<file path="src/rtl/audio_seq_pkg.sv">
// Shared types for the audio sample sequencer: FSM states, default sample
// width and the stereo sample container used between codec and effects.
package audio_seq_pkg;

  localparam int SAMPLE_W_DEF = 24;

  typedef enum logic [1:0] {
    ST_IDLE      = 2'd0,
    ST_PROC_REQ  = 2'd1,
    ST_PROC_WAIT = 2'd2,
    ST_WRITE     = 2'd3
  } seq_state_t;

  typedef struct packed {
    logic [SAMPLE_W_DEF-1:0] left;
    logic [SAMPLE_W_DEF-1:0] right;
  } stereo_t;

endpackage

</file>
<file path="src/rtl/audio_seq_watchdog.sv">
// Processing watchdog: counts cycles spent waiting for the effects stage and
// flags expiry once TIMEOUT cycles have elapsed since the last clear.
module audio_seq_watchdog #(
  parameter int TIMEOUT = 1023
) (
  input  logic CLOCK_50,
  input  logic reset,
  input  logic i_clear,
  input  logic i_count_en,
  output logic o_expired
);

  localparam int CW = $clog2(TIMEOUT + 1);

  logic [CW-1:0] r_count;

  // Holds at the expiry value so a stalled count can never wrap back to zero.
  always_ff @(posedge CLOCK_50 or negedge reset) begin
    if (!reset) begin
      r_count <= '0;
    end else if (i_clear) begin
      r_count <= '0;
    end else if (i_count_en && !o_expired) begin
      r_count <= r_count + CW'(1);
    end
  end

  assign o_expired = (r_count == CW'(TIMEOUT - 1));

endmodule

</file>
<file path="src/rtl/audio_sample_sequencer.sv">
// Read -> process -> write sequencer between the codec FIFOs and the effects
// stage, with watchdog fallback to the raw sample, bypass and status counters.
module audio_sample_sequencer
  import audio_seq_pkg::*;
#(
  parameter int SAMPLE_W = SAMPLE_W_DEF,
  parameter int CNT_W    = 16,
  parameter int TIMEOUT  = 1023
) (
  input  logic                CLOCK_50,
  input  logic                reset,
  input  logic                enable,
  input  logic                bypass,
  input  logic                read_ready,
  input  logic [SAMPLE_W-1:0] readdata_left,
  input  logic [SAMPLE_W-1:0] readdata_right,
  output logic                read,
  input  logic                write_ready,
  output logic [SAMPLE_W-1:0] writedata_left,
  output logic [SAMPLE_W-1:0] writedata_right,
  output logic                write,
  output logic                proc_valid,
  output logic [SAMPLE_W-1:0] proc_left,
  output logic [SAMPLE_W-1:0] proc_right,
  input  logic                proc_ready,
  input  logic                res_valid,
  input  logic [SAMPLE_W-1:0] res_left,
  input  logic [SAMPLE_W-1:0] res_right,
  output logic                busy,
  output logic [CNT_W-1:0]    sample_cnt,
  output logic [CNT_W-1:0]    timeout_cnt,
  output seq_state_t          dbg_state
);

  typedef struct packed {
    logic [SAMPLE_W-1:0] left;
    logic [SAMPLE_W-1:0] right;
  } sample_t;

  seq_state_t r_state;
  seq_state_t w_next_state;

  sample_t r_raw;
  sample_t r_wdata;
  logic    r_read;
  logic    r_write;
  logic [CNT_W-1:0] r_sample_cnt;
  logic [CNT_W-1:0] r_timeout_cnt;

  logic w_start;
  logic w_load_bypass;
  logic w_wd_clear;
  logic w_wd_count;
  logic w_wd_expired;
  logic w_load_res;
  logic w_fallback;
  logic w_do_write;

  // Handshakes: proc_valid/proc_ready and res_valid transfer on the rising
  // edge where both sides are high; the codec side uses read_ready/write_ready
  // as the qualifier and gets a registered one-cycle read/write pulse back.
  always_ff @(posedge CLOCK_50 or negedge reset) begin
    if (!reset) begin
      r_state <= ST_IDLE;
    end else begin
      r_state <= w_next_state;
    end
  end

  always_comb begin
    w_next_state  = r_state;
    w_start       = 1'b0;
    w_load_bypass = 1'b0;
    w_wd_clear    = 1'b0;
    w_wd_count    = 1'b0;
    w_load_res    = 1'b0;
    w_fallback    = 1'b0;
    w_do_write    = 1'b0;
    case (r_state)
      ST_IDLE: begin
        if (enable && read_ready) begin
          w_start       = 1'b1;
          w_load_bypass = bypass;
          w_next_state  = bypass ? ST_WRITE : ST_PROC_REQ;
        end
      end
      ST_PROC_REQ: begin
        if (proc_ready) begin
          w_wd_clear   = 1'b1;
          w_next_state = ST_PROC_WAIT;
        end
      end
      ST_PROC_WAIT: begin
        w_wd_count = 1'b1;
        // A result arriving on the expiry edge takes priority over fallback.
        if (res_valid) begin
          w_load_res   = 1'b1;
          w_next_state = ST_WRITE;
        end else if (w_wd_expired) begin
          w_fallback   = 1'b1;
          w_next_state = ST_WRITE;
        end
      end
      ST_WRITE: begin
        if (write_ready) begin
          w_do_write   = 1'b1;
          w_next_state = ST_IDLE;
        end
      end
      default: w_next_state = ST_IDLE;
    endcase
  end

  audio_seq_watchdog #(
    .TIMEOUT (TIMEOUT)
  ) u_watchdog (
    .CLOCK_50   (CLOCK_50),
    .reset      (reset),
    .i_clear    (w_wd_clear),
    .i_count_en (w_wd_count),
    .o_expired  (w_wd_expired)
  );

  always_ff @(posedge CLOCK_50 or negedge reset) begin
    if (!reset) begin
      r_raw         <= '0;
      r_wdata       <= '0;
      r_read        <= 1'b0;
      r_write       <= 1'b0;
      r_sample_cnt  <= '0;
      r_timeout_cnt <= '0;
    end else begin
      r_read  <= w_start;
      r_write <= w_do_write;
      if (w_start) begin
        r_raw <= '{left: readdata_left, right: readdata_right};
      end
      if (w_load_bypass) begin
        r_wdata <= '{left: readdata_left, right: readdata_right};
      end else if (w_load_res) begin
        r_wdata <= '{left: res_left, right: res_right};
      end else if (w_fallback) begin
        r_wdata <= r_raw;
      end
      if (w_do_write) begin
        r_sample_cnt <= r_sample_cnt + CNT_W'(1);
      end
      if (w_fallback && !(&r_timeout_cnt)) begin
        r_timeout_cnt <= r_timeout_cnt + CNT_W'(1);
      end
    end
  end

  assign read            = r_read;
  assign write           = r_write;
  assign writedata_left  = r_wdata.left;
  assign writedata_right = r_wdata.right;
  assign proc_valid      = (r_state == ST_PROC_REQ);
  assign proc_left       = r_raw.left;
  assign proc_right      = r_raw.right;
  assign busy            = (r_state != ST_IDLE);
  assign sample_cnt      = r_sample_cnt;
  assign timeout_cnt     = r_timeout_cnt;
  assign dbg_state       = r_state;

endmodule

</file>
<file path="config.mk">
export PLATFORM = sky130hd
export DESIGN_NAME = audio_sample_sequencer
export DESIGN_NICKNAME = d
export VERILOG_FILES = /design/src/rtl/audio_seq_pkg.sv /design/src/rtl/audio_seq_watchdog.sv /design/src/rtl/audio_sample_sequencer.sv
export SDC_FILE = /design/constraint.sdc
export NUM_CORES = 1
export LEC_CHECK = 0
export CAP_MARGIN = 0
export CORE_MARGIN = 8
export CORE_UTILIZATION = 25
export CTS_CLUSTER_SIZE = 25
export DETAILED_ROUTE_END_ITERATION = 8
export GPL_TIMING_DRIVEN = 0
export PLACE_DENSITY = 0.57
export SLEW_MARGIN = 20
export SYNTH_ARGS = -nofsm -noshare
export SYNTH_HDL_FRONTEND = slang
export SYNTH_HIERARCHICAL = 1
export SYNTH_SLANG_ARGS = --single-unit
</file>
<file path="constraint.sdc">
create_clock -name CLOCK_50 -period 2.8 [get_ports CLOCK_50]
set_clock_uncertainty 0.1 [all_clocks]
set_input_delay 0.42 -clock CLOCK_50 [delete_from_list [all_inputs] [get_ports CLOCK_50]]
set_output_delay 0.42 -clock CLOCK_50 [all_outputs]
set_load 0.02 [all_outputs]
</file>
==> results_dict.tcl <==
set metrics [dict create \
    status "finished clean" \
    drcViolationCount 0 \
    min_path_cells 4 \
    r2r_end "proc_right[0]" \
    syn-cell-area_um2 6849 \
    layout_commonest_cell "clkdlybuf4s50_1" \
    rows 60 \
    power_leakage_nw 4.543 \
    clk_pin_slew_ns 0.06 \
    ys_seq_area_share_pct 51.88 \
    endpoint_kind "flip-flop" \
    final_cell_mix "235 x clkdlybuf4s50_1, 142 x dfrtp_1, 65 x mux2_2, 54 x nor2_1, 52 x nand2_1" \
    die_w_um 181.5 \
    grt_pass1_vias 6136 \
    htreeDepth 4 \
    synth_edf_count 0 \
    cp.arrival_ns 2.84 \
    hold_path.startpoint "res_valid" \
    ys.flop_type "dfrtp_1" \
    core_um2 26950 \
    fmax_ghz 0.3783 \
    ys_seq_elements 142 \
    worst_slew_pin_slew_ns 0.8497 \
    min_path_type "input port to flip-flop" \
    grt_overflow 0 \
    area_delta_synth_final_pct 50.40 \
    hpwl_mm 17.86 \
    numClockSinks 142 \
    yosys_warnings 6 \
    via_per_inst 4.771 \
    ir_drop_mv 0.4275 \
    vias 5892 \
    period_share_pct 94.40 \
    r2r_start "dbg_state[0]" \
    synth-async-reset-ratio_pct 100.0 \
    drt_wl_total_mm 24.29 \
    synth_cell_types 50 \
    io_buffers 236 \
    drtAntennaViolNets 0 \
    wire_per_inst_um 19.67 \
    drtPass1Iterations 4 \
    maxSlewHeadroom_pct 43.36 \
    final.min_clock_period_ns 2.643 \
    hold_violations 0 \
    cts_tree "built" \
    critPathMaxFanout 10 \
    grt_max_degree 83 \
    grt_pass1_wl_mm 37.45 \
    rrSetupSlack_ns 0.16 \
    root_buffer "clkbuf_16" \
    synth_top_area_share_pct 51.88 \
    yosys-top-cells-area "dfrtp_1 52%, mux2_2 11%, a311oi_1 3.3%" \
    synth_cells 622 \
    syn_nets 735 \
    slew_viol_final 0 \
    post_route_cells_drive_above_1_share_pct 14.69 \
    drt_iter0_drc 294 \
    dp_slack_ns -0.2101 \
    min_to "writedata_right[0]" \
    antenna_found_initial 3 \
    synth_top_area_cell "dfrtp_1" \
    worstRegToRegCells 6 \
    dieHeight_um 181.5 \
    io_pins 238 \
    finalWeightedCongestion 0.7711 \
    startpoint_type "flip-flop" \
    total_power_mw 10.45 \
    fillers 2680 \
    clk_latency_ns 0.42 \
    nNetsFinal 992 \
    clockBufferDepth 2 \
    rsz0062_at_grt "false" \
    setup_violations 0 \
    dieArea_um2 32950 \
    track_usage_pct 14.61 \
    final.setup.worst_slack_ns 0.1567 \
    max_cap_violations 0 \
    avgSynthCellArea_um2 11.01 \
    initial_core_util_pct 25.41 \
    pwr_density_cell_nw_per_um2 1014 \
    worst-setup-path-type "flip-flop to flip-flop" \
    critPathRequiredTime_ns 3.00 \
    cts_buffers 17 \
]
[synthesized netlist by cell type, drive strengths merged (2+ instances only)]
library cell,number
dfrtp,142
mux2,65
nor2,55
nand2,53
nand3,37
a311oi,26
a21o,24
buf,21
clkbuf,20
o21ai,19
mux2i,18
xnor2,17
nand4,14
inv,12
xor2,12
a211oi,11
o22ai,11
ha,9
and3,6
and4,5
nor3,5
nor4,5
and2,4
a21oi,3
a31oi,3
nor3b,3
o211ai,3
a41oi,2
o311ai,2
or2,2
or4,2
[layout make-up]
| cell class | count | area, um^2 | area share, % |
|---|---|---|---|
| Antenna cell | 2 | 5.005 | 0.04859 |
| Clock inverter | 13 | 128.9 | 1.251 |
| Sequential cell | 142 | 3553 | 34.50 |
| Multi-Input combinational cell | 427 | 3079 | 29.89 |
| Buffer | 40 | 197.7 | 1.919 |
| Tap cell | 341 | 426.7 | 4.142 |
| Timing Repair Buffer | 239 | 2412 | 23.42 |
| Inverter | 12 | 45.04 | 0.4373 |
| Clock buffer | 19 | 452.9 | 4.397 |
[layer usage]
layer	vias to the layer above	part of all wire [%]	track usage, %
li1	2784	-	-
met5	-	0.054	0
met2	156	49	23.98
met3	24	6.7	5.010
met4	2	2.2	5.280
met1	2926	42	17.53
[through the flow]
stage / TNS [ns] / area [um^2] / hold WS, ns / std cells / util, %
2_1_floorplan: 0 / 6849 / 0.02441 / 622 / -
3_3_place_gp: -745.72 / 9638 / 0.3597 / 1199 / 35.76
3_5_place_dp: -2.959 / 9671 / 0.2975 / 1200 / 35.88
4_1_cts: 0 / 10280 / 0.3426 / 1234 / 38.14
5_1_grt: 0 / 10300 / 0.3699 / 1235 / 38.22
6_report: 0 / 10300 / 0.3669 / 1235 / 38.22
[logic make-up (layout without fill, tap and decap cells)]
logic type / after synthesis / in the layout / synth area share [%]
other cells: 0 / 2 / 0
fa+ha+maj: 9 / 9 / 1.644
mux: 83 / 83 / 13.32
xor+xnor: 29 / 29 / 3.708
flops: 142 / 142 / 51.88
simple gates: 197 / 197 / 14.41
compound gates: 109 / 109 / 11.56
buf+inv: 53 / 323 / 3.471
[power breakdown]
group / internal (mW) / leakage (nW) / total, mW / switching, mW
clock network: 1.29 / 0.281 / 2.26 / 0.976
logic: 2.34 / 2.48 / 4.82 / 2.48
registers: 2.81 / 1.78 / 3.36 / 0.548
[how the worst max path moves through the flow]
stage	startpoint	endpoint	slack, ns
floorplan	u_watchdog/r_count[0]	timeout_cnt[15]	0.33
global placement	reset	proc_left[2]	-5.25
detailed placement	u_watchdog/r_count[0]	writedata_right[6]	-0.21
CTS	u_watchdog/r_count[0]	writedata_left[6]	0.0002
global route	dbg_state[0]	proc_right[0]	0.01
finish	dbg_state[0]	proc_right[0]	0.16
[repair_timing]
| item | 4_1_cts | 5_1_grt |
|---|---|---|
| setup endpoints to repair | 21 | 49 |
| setup buffers | 1 | 0 |
| resized for setup | 4 | 12 |
| pin swaps | 1 | 0 |
| hold buffers | 1 | 0 |
| cloned | 0 | 0 |
| hold endpoints to repair | 60 | 0 |
[registers in the layout, summed over array words and instances, names as in the netlist]
register and flops:
dbg_state 2, proc_left 24, proc_right 24, read 1, sample_cnt 16, timeout_cnt 16, u_watchdog/r_count 10, write 1
writedata_left 24, writedata_right 24
[critical path, stage by stage, from the launching register on]
cell,delay (ns)
dfrtp_1,0.41
inv_1,0.11
ha_1,0.25
nand3_1,0.18
buf_1,0.61
buf_2,0.47
mux2_2,0.38
Power figures use the tool's default switching activity.
